File: src/rtl/ibex_rf_wb_arbiter_if.sv
// Writeback arbiter bundle: EX/LSU write requests, register file write port,
// read bypass path and conflict count.
interface ibex_rf_wb_arbiter_if #(
  parameter int unsigned DataWidth = 32
);
  logic                 ex_valid_i;
  logic                 ex_ready_o;
  logic [4:0]           ex_waddr_i;
  logic [DataWidth-1:0] ex_wdata_i;
  logic                 lsu_valid_i;
  logic                 lsu_ready_o;
  logic [4:0]           lsu_waddr_i;
  logic [DataWidth-1:0] lsu_wdata_i;
  logic                 rf_we_o;
  logic [4:0]           rf_waddr_o;
  logic [DataWidth-1:0] rf_wdata_o;
  logic [4:0]           raddr_a_i;
  logic [4:0]           raddr_b_i;
  logic [DataWidth-1:0] rf_rdata_a_i;
  logic [DataWidth-1:0] rf_rdata_b_i;
  logic [DataWidth-1:0] rdata_a_o;
  logic [DataWidth-1:0] rdata_b_o;
  logic [15:0]          conflict_cnt_o;

  modport slave (
    input  ex_valid_i, ex_waddr_i, ex_wdata_i,
    input  lsu_valid_i, lsu_waddr_i, lsu_wdata_i,
    input  raddr_a_i, raddr_b_i, rf_rdata_a_i, rf_rdata_b_i,
    output ex_ready_o, lsu_ready_o, rf_we_o, rf_waddr_o, rf_wdata_o,
    output rdata_a_o, rdata_b_o, conflict_cnt_o
  );

  modport master (
    output ex_valid_i, ex_waddr_i, ex_wdata_i,
    output lsu_valid_i, lsu_waddr_i, lsu_wdata_i,
    output raddr_a_i, raddr_b_i, rf_rdata_a_i, rf_rdata_b_i,
    input  ex_ready_o, lsu_ready_o, rf_we_o, rf_waddr_o, rf_wdata_o,
    input  rdata_a_o, rdata_b_o, conflict_cnt_o
  );
endinterface

File: src/rtl/ibex_rf_wb_arbiter.sv
// Round-robin EX/LSU arbiter for the register file write port with x0 drop,
// conflict counter and optional one-cycle read bypass (IBEX_RF_WB_BYPASS_EN).
module ibex_rf_wb_arbiter #(
  parameter bit          RV32E     = 1'b0,
  parameter int unsigned DataWidth = 32
) (
  input logic                 clk_i,
  input logic                 rst_ni,
  ibex_rf_wb_arbiter_if.slave wb
);
  localparam int unsigned AddrWidth = 5;
  localparam int unsigned CntWidth  = 16;
  localparam logic [0:0]  PrioEx    = 1'b0;
  localparam logic [0:0]  PrioLsu   = 1'b1;

  logic [0:0]           prio_q, prio_d;
  logic [CntWidth-1:0]  conflict_q, conflict_d;
  logic                 conflict, ex_gnt, lsu_gnt, rf_we;
  logic [AddrWidth-1:0] waddr;
  logic [DataWidth-1:0] wdata;

  // RV32E only decodes x0..x15.
  function automatic logic [AddrWidth-1:0] mask_addr(input logic [AddrWidth-1:0] a);
    return RV32E ? {1'b0, a[3:0]} : a;
  endfunction

  // Grant, write mux and next-state logic.
  always_comb begin
    conflict   = wb.ex_valid_i & wb.lsu_valid_i;
    ex_gnt     = wb.ex_valid_i & (~wb.lsu_valid_i | (prio_q == PrioEx));
    lsu_gnt    = wb.lsu_valid_i & (~wb.ex_valid_i | (prio_q == PrioLsu));
    waddr      = '0;
    wdata      = '0;
    prio_d     = prio_q;
    conflict_d = conflict_q;
    if (ex_gnt) begin
      waddr  = mask_addr(wb.ex_waddr_i);
      wdata  = wb.ex_wdata_i;
      prio_d = PrioLsu;
    end else if (lsu_gnt) begin
      waddr  = mask_addr(wb.lsu_waddr_i);
      wdata  = wb.lsu_wdata_i;
      prio_d = PrioEx;
    end
    rf_we = (ex_gnt | lsu_gnt) & (waddr != '0);
    if (conflict && (conflict_q != {CntWidth{1'b1}})) begin
      conflict_d = conflict_q + CntWidth'(1);
    end
  end

  always_ff @(posedge clk_i or negedge rst_ni) begin
    if (!rst_ni) begin
      prio_q     <= PrioEx;
      conflict_q <= '0;
    end else begin
      prio_q     <= prio_d;
      conflict_q <= conflict_d;
    end
  end

  assign wb.ex_ready_o     = ex_gnt;
  assign wb.lsu_ready_o    = lsu_gnt;
  assign wb.rf_we_o        = rf_we;
  assign wb.rf_waddr_o     = waddr;
  assign wb.rf_wdata_o     = wdata;
  assign wb.conflict_cnt_o = conflict_q;

`ifdef IBEX_RF_WB_BYPASS_EN
  logic                 byp_vld_q, byp_vld_d;
  logic [AddrWidth-1:0] byp_addr_q, byp_addr_d;
  logic [DataWidth-1:0] byp_data_q, byp_data_d;

  // Hold the last written value for exactly one cycle.
  always_comb begin
    byp_vld_d  = rf_we;
    byp_addr_d = byp_addr_q;
    byp_data_d = byp_data_q;
    if (rf_we) begin
      byp_addr_d = waddr;
      byp_data_d = wdata;
    end
  end

  always_ff @(posedge clk_i or negedge rst_ni) begin
    if (!rst_ni) begin
      byp_vld_q  <= 1'b0;
      byp_addr_q <= '0;
      byp_data_q <= '0;
    end else begin
      byp_vld_q  <= byp_vld_d;
      byp_addr_q <= byp_addr_d;
      byp_data_q <= byp_data_d;
    end
  end

  assign wb.rdata_a_o = (byp_vld_q && (mask_addr(wb.raddr_a_i) == byp_addr_q)) ?
                        byp_data_q : wb.rf_rdata_a_i;
  assign wb.rdata_b_o = (byp_vld_q && (mask_addr(wb.raddr_b_i) == byp_addr_q)) ?
                        byp_data_q : wb.rf_rdata_b_i;
`else
  // Read addresses only feed the register file itself in this build.
  logic unused_raddr;
  assign unused_raddr = ^{wb.raddr_a_i, wb.raddr_b_i};
  assign wb.rdata_a_o = wb.rf_rdata_a_i;
  assign wb.rdata_b_o = wb.rf_rdata_b_i;
`endif

endmodule

File: src/flat_wrapper.sv
// flat-port wrapper written by rule: the top's interface ports become plain ports
module ibex_rf_wb_arbiter_flat 
#(
  parameter bit          RV32E     = 1'b0,
  parameter int unsigned DataWidth = 32
)
  (clk_i, rst_ni, wb_ex_valid_i, wb_ex_waddr_i, wb_ex_wdata_i, wb_lsu_valid_i, wb_lsu_waddr_i, wb_lsu_wdata_i, wb_raddr_a_i, wb_raddr_b_i, wb_rf_rdata_a_i, wb_rf_rdata_b_i, wb_ex_ready_o, wb_lsu_ready_o, wb_rf_we_o, wb_rf_waddr_o, wb_rf_wdata_o, wb_rdata_a_o, wb_rdata_b_o, wb_conflict_cnt_o);
  ibex_rf_wb_arbiter_if #(.DataWidth(DataWidth)) wb_i ();
  input logic clk_i;
  input logic rst_ni;
  input wire logic [$bits(wb_i.ex_valid_i)-1:0] wb_ex_valid_i;
  input wire logic [$bits(wb_i.ex_waddr_i)-1:0] wb_ex_waddr_i;
  input wire logic [$bits(wb_i.ex_wdata_i)-1:0] wb_ex_wdata_i;
  input wire logic [$bits(wb_i.lsu_valid_i)-1:0] wb_lsu_valid_i;
  input wire logic [$bits(wb_i.lsu_waddr_i)-1:0] wb_lsu_waddr_i;
  input wire logic [$bits(wb_i.lsu_wdata_i)-1:0] wb_lsu_wdata_i;
  input wire logic [$bits(wb_i.raddr_a_i)-1:0] wb_raddr_a_i;
  input wire logic [$bits(wb_i.raddr_b_i)-1:0] wb_raddr_b_i;
  input wire logic [$bits(wb_i.rf_rdata_a_i)-1:0] wb_rf_rdata_a_i;
  input wire logic [$bits(wb_i.rf_rdata_b_i)-1:0] wb_rf_rdata_b_i;
  output wire logic [$bits(wb_i.ex_ready_o)-1:0] wb_ex_ready_o;
  output wire logic [$bits(wb_i.lsu_ready_o)-1:0] wb_lsu_ready_o;
  output wire logic [$bits(wb_i.rf_we_o)-1:0] wb_rf_we_o;
  output wire logic [$bits(wb_i.rf_waddr_o)-1:0] wb_rf_waddr_o;
  output wire logic [$bits(wb_i.rf_wdata_o)-1:0] wb_rf_wdata_o;
  output wire logic [$bits(wb_i.rdata_a_o)-1:0] wb_rdata_a_o;
  output wire logic [$bits(wb_i.rdata_b_o)-1:0] wb_rdata_b_o;
  output wire logic [$bits(wb_i.conflict_cnt_o)-1:0] wb_conflict_cnt_o;
  assign wb_i.ex_valid_i = wb_ex_valid_i;
  assign wb_i.ex_waddr_i = wb_ex_waddr_i;
  assign wb_i.ex_wdata_i = wb_ex_wdata_i;
  assign wb_i.lsu_valid_i = wb_lsu_valid_i;
  assign wb_i.lsu_waddr_i = wb_lsu_waddr_i;
  assign wb_i.lsu_wdata_i = wb_lsu_wdata_i;
  assign wb_i.raddr_a_i = wb_raddr_a_i;
  assign wb_i.raddr_b_i = wb_raddr_b_i;
  assign wb_i.rf_rdata_a_i = wb_rf_rdata_a_i;
  assign wb_i.rf_rdata_b_i = wb_rf_rdata_b_i;
  assign wb_ex_ready_o = wb_i.ex_ready_o;
  assign wb_lsu_ready_o = wb_i.lsu_ready_o;
  assign wb_rf_we_o = wb_i.rf_we_o;
  assign wb_rf_waddr_o = wb_i.rf_waddr_o;
  assign wb_rf_wdata_o = wb_i.rf_wdata_o;
  assign wb_rdata_a_o = wb_i.rdata_a_o;
  assign wb_rdata_b_o = wb_i.rdata_b_o;
  assign wb_conflict_cnt_o = wb_i.conflict_cnt_o;
  ibex_rf_wb_arbiter #(.RV32E(RV32E), .DataWidth(DataWidth)) u_core (.clk_i(clk_i), .rst_ni(rst_ni), .wb(wb_i));
endmodule
File: config.mk
export PLATFORM = sky130hd
export DESIGN_NAME = ibex_rf_wb_arbiter_flat
export DESIGN_NICKNAME = d
export VERILOG_FILES = /design/src/rtl/ibex_rf_wb_arbiter_if.sv /design/src/rtl/ibex_rf_wb_arbiter.sv /design/src/flat_wrapper.sv
export SDC_FILE = /design/constraint.sdc
export NUM_CORES = 1
export LEC_CHECK = 0
export BUFFER_PORTS_ARGS = -buffer_cell sky130_fd_sc_hd__buf_2
export CAP_MARGIN = 5
export CORE_AREA = 8 8 99 101
export DETAILED_ROUTE_END_ITERATION = 6
export DIE_AREA = 0 0 107 109
export PLACE_DENSITY_LB_ADDON = 0.12
export SLEW_MARGIN = 15
export SYNTH_ARGS = -nofsm -noshare
export SYNTH_HDL_FRONTEND = slang
export SYNTH_SLANG_ARGS = --single-unit
File: constraint.sdc
create_clock -name clk_i -period 2.4 [get_ports clk_i]
set_input_delay 0.24 -clock clk_i [delete_from_list [all_inputs] [get_ports clk_i]]
set_output_delay 0.24 -clock clk_i [all_outputs]
set_load 0.05 [all_outputs]
# == After elaboration in Yosys (flattened, before gate mapping) ==
# Index checks and enable logic that the tools add are counted.
# totals
inputBits,152
regBits,17
mem_count,0
latchBits,0
romBits,0
mem_bits_rw,0
# op_classes
n_div,0
n_addsub,1
n_mux,6
n_bitwise,10
magnitude_cmp,0
n_eq_ne,1
n_reduce_logical,3
n_shift,0
mul,0
# op_table
cell,n
two-way mux 32 bit,2
"adder 16 x 1 -> 16 bit, second input constant",1
"inequality test 16 bit, second input constant",1
two-way mux 5 bit,2
nonzero test 5 bit,1
bitwise AND 1 bit,4
inverter 1 bit,3
OR 1 bit,3
two-way mux 1 bit,2
nonzero test 2 bit,1
logical AND 1 bit,1

# == Logic depth before layout (Yosys ltp) ==
# Gate-level depths: netlist of the first run.
# logic_depth
depth_word,7
depth_mapped,7
ltp_nobuf,6

# == Worst setup path after synthesis of the first run ==
# OpenSTA, ideal clock, no wires.
# synth_path
path_type,register to register
start,"register u_core.conflict_q[0], in the netlist u_core.wb.conflict_cnt_o[0]"
end,"register u_core.conflict_q[1], in the netlist u_core.wb.conflict_cnt_o[1]"
arrival_time_ps,2108
synth_period_minus_slack_ps,2236
path_slack_ps,164
path_stages_with_launch,7
setup_ps,128
n_path_buf,1
path_cell_list,dfrtp_1 > ha_1 > and4_4 > nand2_2 > o311ai_4 > buf_6 > mux2_1
# synth_via
elab_chain_cells,2
# synth_rtl
element,line,source
"start, declared",ibex_rf_wb_arbiter.sv:17,"logic [CntWidth-1:0] conflict_q, conflict_d;"
"start signal, assigned",ibex_rf_wb_arbiter.sv:57,conflict_q <= conflict_d;
"parallel branches: the longest is 2 deep, another holds adder 16 x 1 -> 16 bit",--,
# Several ways; the timed one is not identified.
# A chain may end at the register's enable or synchronous reset.

# == Final worst setup path of the first run ==
# layout_path
start,register u_core.prio_q
end,output wb_rf_we_o
# layout_via
elab_chain_cells,6
# layout_rtl
element,line,source
"start, declared",ibex_rf_wb_arbiter.sv:16,"logic [0:0] prio_q, prio_d;"
"start signal, assigned",ibex_rf_wb_arbiter.sv:53,prio_q <= PrioEx;
"start signal, assigned",ibex_rf_wb_arbiter.sv:56,prio_q <= prio_d;
OR 1 bit or inverter 1 bit (tied branches),"ibex_rf_wb_arbiter.sv:31, ibex_rf_wb_arbiter.sv:30",
bitwise AND 1 bit or OR 1 bit (tied branches),"ibex_rf_wb_arbiter.sv:31, ibex_rf_wb_arbiter.sv:30",
two-way mux 5 bit or bitwise AND 1 bit (tied branches),"ibex_rf_wb_arbiter.sv:40, ibex_rf_wb_arbiter.sv:30",
two-way mux 5 bit,ibex_rf_wb_arbiter.sv:36,if (ex_gnt) begin
nonzero test 5 bit,ibex_rf_wb_arbiter.sv:45,rf_we = (ex_gnt | lsu_gnt) & (waddr != '0);
bitwise AND 1 bit (*),ibex_rf_wb_arbiter.sv:45,
"end, declared",flat_wrapper.sv:23,output wire logic [$bits(wb_i.rf_we_o)-1:0] wb_rf_we_o;
# Every way passes the cells marked *; elsewhere a longest branch is shown, timed or not.

==> results of run 1 <==
[worst max-delay path by stage]
stage / to / slack (ns) / cells after the start
after CTS: wb_rf_wdata_o[3] / 0.1 / 6
after detailed placement: wb_rf_wdata_o[3] / 0.40 / 6
after global placement: wb_rf_wdata_o[3] / 0.38 / 6
after floorplan: u_core.wb.conflict_cnt_o[1] / 0.16 / 6
final: wb_rf_we_o / 0.25 / 5
after global routing: wb_rf_we_o / 0.05 / 5
[logic make-up after synthesis]
group                    Yosys count  synth area share (%)
buffers and inverters             75                  32.1
AND/OR/NAND/NOR                   34                  10.6
multiplexers                       1                 0.679
XOR/XNOR                          15                  7.92
flip-flops                        17                  25.7
AO/OA/AOI/OAI                     41                  22.3
adder cells (fa/ha/maj)            1                 0.755
[final cells by class]
| cell class | count | area share [%] |
|---|---|---|
| Timing Repair Buffer | 140 | 35.3 |
| Multi-Input combinational cell | 92 | 34.8 |
| Sequential cell | 17 | 20.7 |
| Tap cell | 108 | 6.57 |
| Clock buffer | 3 | 2.01 |
| Inverter | 2 | 0.365 |
| Clock inverter | 1 | 0.243 |
[state kept, by name (all words and copies together) (netlist names)]
signal	count
u_core.prio_q	1
u_core.wb.conflict_cnt_o	16
[power by group through the flow]
| stage | clock network (mW) | registers [mW] | logic [mW] |
|---|---|---|---|
| 4_1_cts | 0.232 | 0.401 | 0.821 |
| 2_1_floorplan | 0 | 0.553 | 0.708 |
| 3_3_place_gp | 0 | 0.403 | 0.822 |
| 5_1_grt | 0.246 | 0.409 | 0.864 |
| 6_report | 0.219 | 0.400 | 0.813 |
| 3_5_place_dp | 0 | 0.405 | 0.819 |
[routing by layer]
metal | share of wire (%) | global-route usage (%) | routed length (um)
met1 | 41 | 12.6 | 2840
met2 | 41 | 14.8 | 2820
met3 | 17 | 8.75 | 1180
met4 | 0.52 | 1.61 | 36
met5 | 0 | 0 | 0
[layout by cell type, fill, tap and decap left out]
cell	n
nor3_1	6
nand3_1	2
buf_2	131
nor2b_1	1
clkinv_2	1
nand2_1	6
dfrtp_1	17
xnor2_1	1
mux2_1	1
clkbuf_8	3
nor2_1	7
a22o_1	37
buf_4	6
ha_1	1
or2_2	1
o311ai_4	1
and4_4	1
nand4_1	4
dlygate4sd3_1	1
a21oi_1	1
and3_1	2
xor2_1	14
clkbuf_4	2
nor4_1	2
a21boi_4	1
nand2b_1	1
inv_1	2
a21boi_2	1
nand2_2	1
[per-stage QoR]
step / setup WS (ns) / power [mW] / util (%) / std cells / hold slack [ns]
6_report: 0.245 / 1.43 / 24.5 / 363 / 0.259
3_3_place_gp: 0.379 / 1.23 / 23.7 / 357 / 0.203
5_1_grt: 0.0471 / 1.52 / 24.5 / 363 / 0.266
3_5_place_dp: 0.396 / 1.22 / 23.7 / 357 / 0.201
2_1_floorplan: 0.164 / 1.26 / - / 184 / -0.0556
4_1_cts: 0.0964 / 1.45 / 24.4 / 362 / 0.259
[repair_timing]
action                                  4_1_cts  5_1_grt
endpoints found under the hold margin        17        0
setup buffers                                 0        1
gates resized for setup                       0        2
endpoints found under the setup margin        0        4
hold buffers                                  1        0
==> flow_summary.toml, run 1 <==
[synth]
yosysWarnings = 0
synth_seq_cells = 17
synth_common_cells = "buf_4 (64), a22o_1 (37), dfrtp_1 (17)"
netlist_instances = 184
ys_seq_area_share_pct = 25.7
yosysMostFrequentCell = "buf_4"
synthTopCellsByArea = "buf_4 (29%), dfrtp_1 (26%), a22o_1 (20%), xor2_1 (7.4%), nor3_1 (1.8%)"
synth-edff-count = 0
synth_top_area_share_pct = 29.0
async_reset_ff_share_pct = 100
synth_ff_type = "dfrtp_1"
synth_area_leader_cell = "buf_4"
syn_area_um2 = 1660
synth_fp_nets = 337
ys_types = 26
syn_area_per_cell_um2 = 9.01

[power]
leakagePower_nw = 1.20
seq_power_share_pct = 27.9
clockPowerShare_pct = 15.3
switching_share_pct = 52.6
p_per_area_nw_per_um2 = 697
p_sw_uw = 753
comb_power_share_pct = 56.8
vdd_ir_drop_max_mv = 0.585
p_int_uw = 679

[clock_network]
h-tree-depth = 1
insertion_delay_ns = 0.25
cts_buffers = 3
cts-root-buf = "clkbuf_8"
clk_path_buf_depth = 2
clkTransAtPathRegs_ns = 0.07
cts.sinks = 17
tritoncts = "yes"

[floorplanning]
die_h_um = 109
initial_utilization_pct = 19.8
io_pins = 272
fp.dieW_um = 107
rows = 34
dieArea_um2 = 11700
coreArea_um2 = 8380

[place]
postPlaceCellArea_um2 = 1990
routabilityCongestion = 0.714
portBuffers = 133
hpwl_mm = 5.83

[timing]
slew_headroom_pct = 73.0
drv_slew = 0
period_minus_slack_ns = 2.15
setup_tns_ns = 0
fin_skew_ns = 0.00186
clock.fmax_ghz = 0.464
rsz0062_at_grt = "no"
hold_violations = 0
worst_slew_pin_slew_ns = 0.405
fin_crit_sh_pct = 89.8
setup_viol = 0

[critical_path]
slowest_stage = "dfrtp_1"
path_delay_family = "buffers and inverters"
r2r_cells = 6
path_cells = "a21boi_2 -> buf_4 -> a22o_1 -> nand2b_1 -> buf_2"
start_kind = "flip-flop"
crit_arrival_ns = 1.91
crit_path_end_kind = "output port"
cpPeakStageDelay_ns = 0.42
rr_endpoint = "u_core.wb.conflict_cnt_o[1]"
critPathKind = "reg -> out"
crit_path_max_fanout = 28
crit_start = "u_core.prio_q"
r2r_start = "u_core.wb.conflict_cnt_o[0]"
r2r_setup_slack_ns = 0.43
crit_buf_inv = 2
cp.required_ns = 2.16

[detailed_routing]
drt.antenna.violating_nets = 0
wl_per_cell_um = 18.9
totalWireLength_mm = 6.88
drt_iter0_drc = 66
remaining_drc_errors = 0
vias = 1547
viasPerCell = 4.26
firstDrtPassIters = 4

[layout]
num_antenna_cells = 0
n_fill_cell = 942
nets = 409
multi_input_area_um2 = 716
drive_above_1_share_pct = 58.4
syn_to_final_growth_pct = 24.0
seq_area_um2 = 425
layout.cell_area.non_filler_um2 = 2060

[job]
maxCapViolations = 0

[run_status]
status = "finished, final reports clean"

[hold_path]
whs_endpoint = "u_core.prio_q"
min_from = "wb_lsu_valid_i"
hp-class = "in -> reg"
hold_depth = 2

[global_routing]
overflow = 0
grt_max_degree = 29
grt_pass1_vias = 1578
grt_pass1_wl_mm = 9.72
antenna_found_initial = 0
grt_util_all_layers_pct = 10.7
Note: power is estimated with default switching activity, not from simulation.
==> inputs of run 2 (changes only) <==
Settings changed: PLACE_DENSITY_LB_ADDON 0.12 to 0.2, REMOVE_ABC_BUFFERS from default to 1.
==> run 2 against run 1 <==
Effect of this change: largest cell class unchanged; largest power group unchanged; via count grew 14%; non-clock buffer count is the same; clock-buffer cell count grew 1; sequential cell count is the same.
==> flow_summary.toml, run 2 (synthesis gave the netlist of run 1 again) <==
[run_status]
status = "finished, final reports clean"

[clock_network]
hold_buffers = 1
cts.sinks = 17
clkTransAtPathRegs_ns = 0.07
tritoncts = "yes"
cts.repair.resized = 0
cts-root-buf = "clkbuf_8"
cts_buffers = 3
cts_setup_buffers = 0
clk_path_buf_depth = 2
h-tree-depth = 1
insertion_delay_ns = 0.25

[timing]
setup_tns_ns = 0
drv_slew = 0
fin_skew_ns = 0.00455
clock.fmax_ghz = 0.458
fin_crit_sh_pct = 91.0
slew_headroom_pct = 72.7
hold_violations = 0
worst_slew_pin_slew_ns = 0.408
period_minus_slack_ns = 2.18
rsz0062_at_grt = "no"
setup_viol = 0

[critical_path]
cp.required_ns = 2.16
crit_path_end_kind = "output port"
start_kind = "flip-flop"
critPathKind = "reg -> out"
crit_path_max_fanout = 21
crit_arrival_ns = 1.94

[place]
portBuffers = 133
routabilityCongestion = 0.871
dp.cells = 358
hpwl_mm = 12.6

[detailed_routing]
totalWireLength_mm = 14.1
wl_per_cell_um = 38.9
remaining_drc_errors = 0
firstDrtPassIters = 4
drt_iter0_drc = 95
vias = 1757
viasPerCell = 4.84
drt.antenna.violating_nets = 0

[global_routing]
antenna_found_initial = 0
grt_pass1_vias = 1810
grt_max_degree = 22
overflow = 0
grt_util_all_layers_pct = 23.0
grt_pass1_wl_mm = 17.6

[layout]
num_antenna_cells = 0
n_fill_cell = 947
final_common_cell = "buf_2"
final_cells = 363
largest_register_ffs = 16
layout.cells.most_common_list = "buf_2 (133), a22o_1 (37), dfrtp_1 (17)"
nets = 409
drive_above_1_share_pct = 58.0
syn_to_final_growth_pct = 23.2

[floorplanning]
initial_utilization_pct = 19.8
die_h_um = 109
dieArea_um2 = 11700
io_pins = 272
coreArea_um2 = 8380
rows = 34
fp.dieW_um = 107

[power]
p_per_area_nw_per_um2 = 721
power_mw = 1.47
leakagePower_nw = 1.19
vdd_ir_drop_max_mv = 0.538

[hold_path]
hp-class = "in -> reg"

[job]
maxCapViolations = 0
run 2: cell count changes in the layout (fill, tap and decap cells not counted):
cell / change
a21boi_2: +1
clkbuf_4: -2
buf_2: +2
clkbuf_1: +1
a21boi_4: -1
clkinv_2: -1
run 2: worst max-delay path, cell delays in order (launching register included):
cell and delay, ns:
dfrtp_1 0.42, a21boi_2 0.37, buf_4 0.33, a22o_1 0.27, buf_2 0.30
run 2: report_power, final:
part,total [mW],internal (mW),switching (mW)
clock,0.225,0.118,0.107
sequential,0.399,0.335,0.0636
combinational,0.848,0.228,0.620
run 2: stage by stage:
stage | worst slack, ns | area (um2) | hold slack, ns | util [%]
floorplan | -2.63 | 1130 | -0.0556 | -
global placement | 0.446 | 1990 | 0.196 | 23.7
detailed placement | 0.424 | 1990 | 0.193 | 23.7
CTS | 0.205 | 2040 | 0.244 | 24.4
global route | 0.0928 | 2040 | 0.251 | 24.4
finish | 0.215 | 2040 | 0.241 | 24.4
run 2: cell type report:
type / instances / area, um2 / area share, %
Clock buffer: 4 / 45.0 / 2.21
Inverter: 2 / 7.51 / 0.368
Sequential cell: 17 / 425 / 20.8
Timing Repair Buffer: 140 / 721 / 35.3
Tap cell: 108 / 135 / 6.62
Multi-Input combinational cell: 92 / 708 / 34.7
run 2: path summary, 6_finish.rpt:
check | startpoint | slack [ns] | end | cells after the start
min in group asynchronous | rst_ni | 0.43 | u_core.wb.conflict_cnt_o[7] | 2
hold / removal | wb_lsu_valid_i | 0.24 | u_core.prio_q | 2
hold reg to reg | u_core.wb.conflict_cnt_o[7] | 0.50 | u_core.wb.conflict_cnt_o[7] | 1
setup / recovery | u_core.prio_q | 0.22 | wb_rf_wdata_o[30] | 4
setup reg to reg | u_core.wb.conflict_cnt_o[0] | 0.42 | u_core.wb.conflict_cnt_o[1] | 6
max in group asynchronous | rst_ni | 1.68 | u_core.wb.conflict_cnt_o[15] | 2
run 2: metal layers:
| layer | part of all wire, % | wire (um) | GRT usage (%) | vias to the layer above |
|---|---|---|---|---|
| met5 | 0.35 | 49 | 2.94 | - |
| met4 | 0.45 | 63 | 2.01 | 2 |
| met3 | 22 | 3180 | 22.4 | 8 |
| met2 | 42 | 5880 | 32.9 | 243 |
| met1 | 35 | 4960 | 24.6 | 779 |
| li1 | - | - | - | 725 |
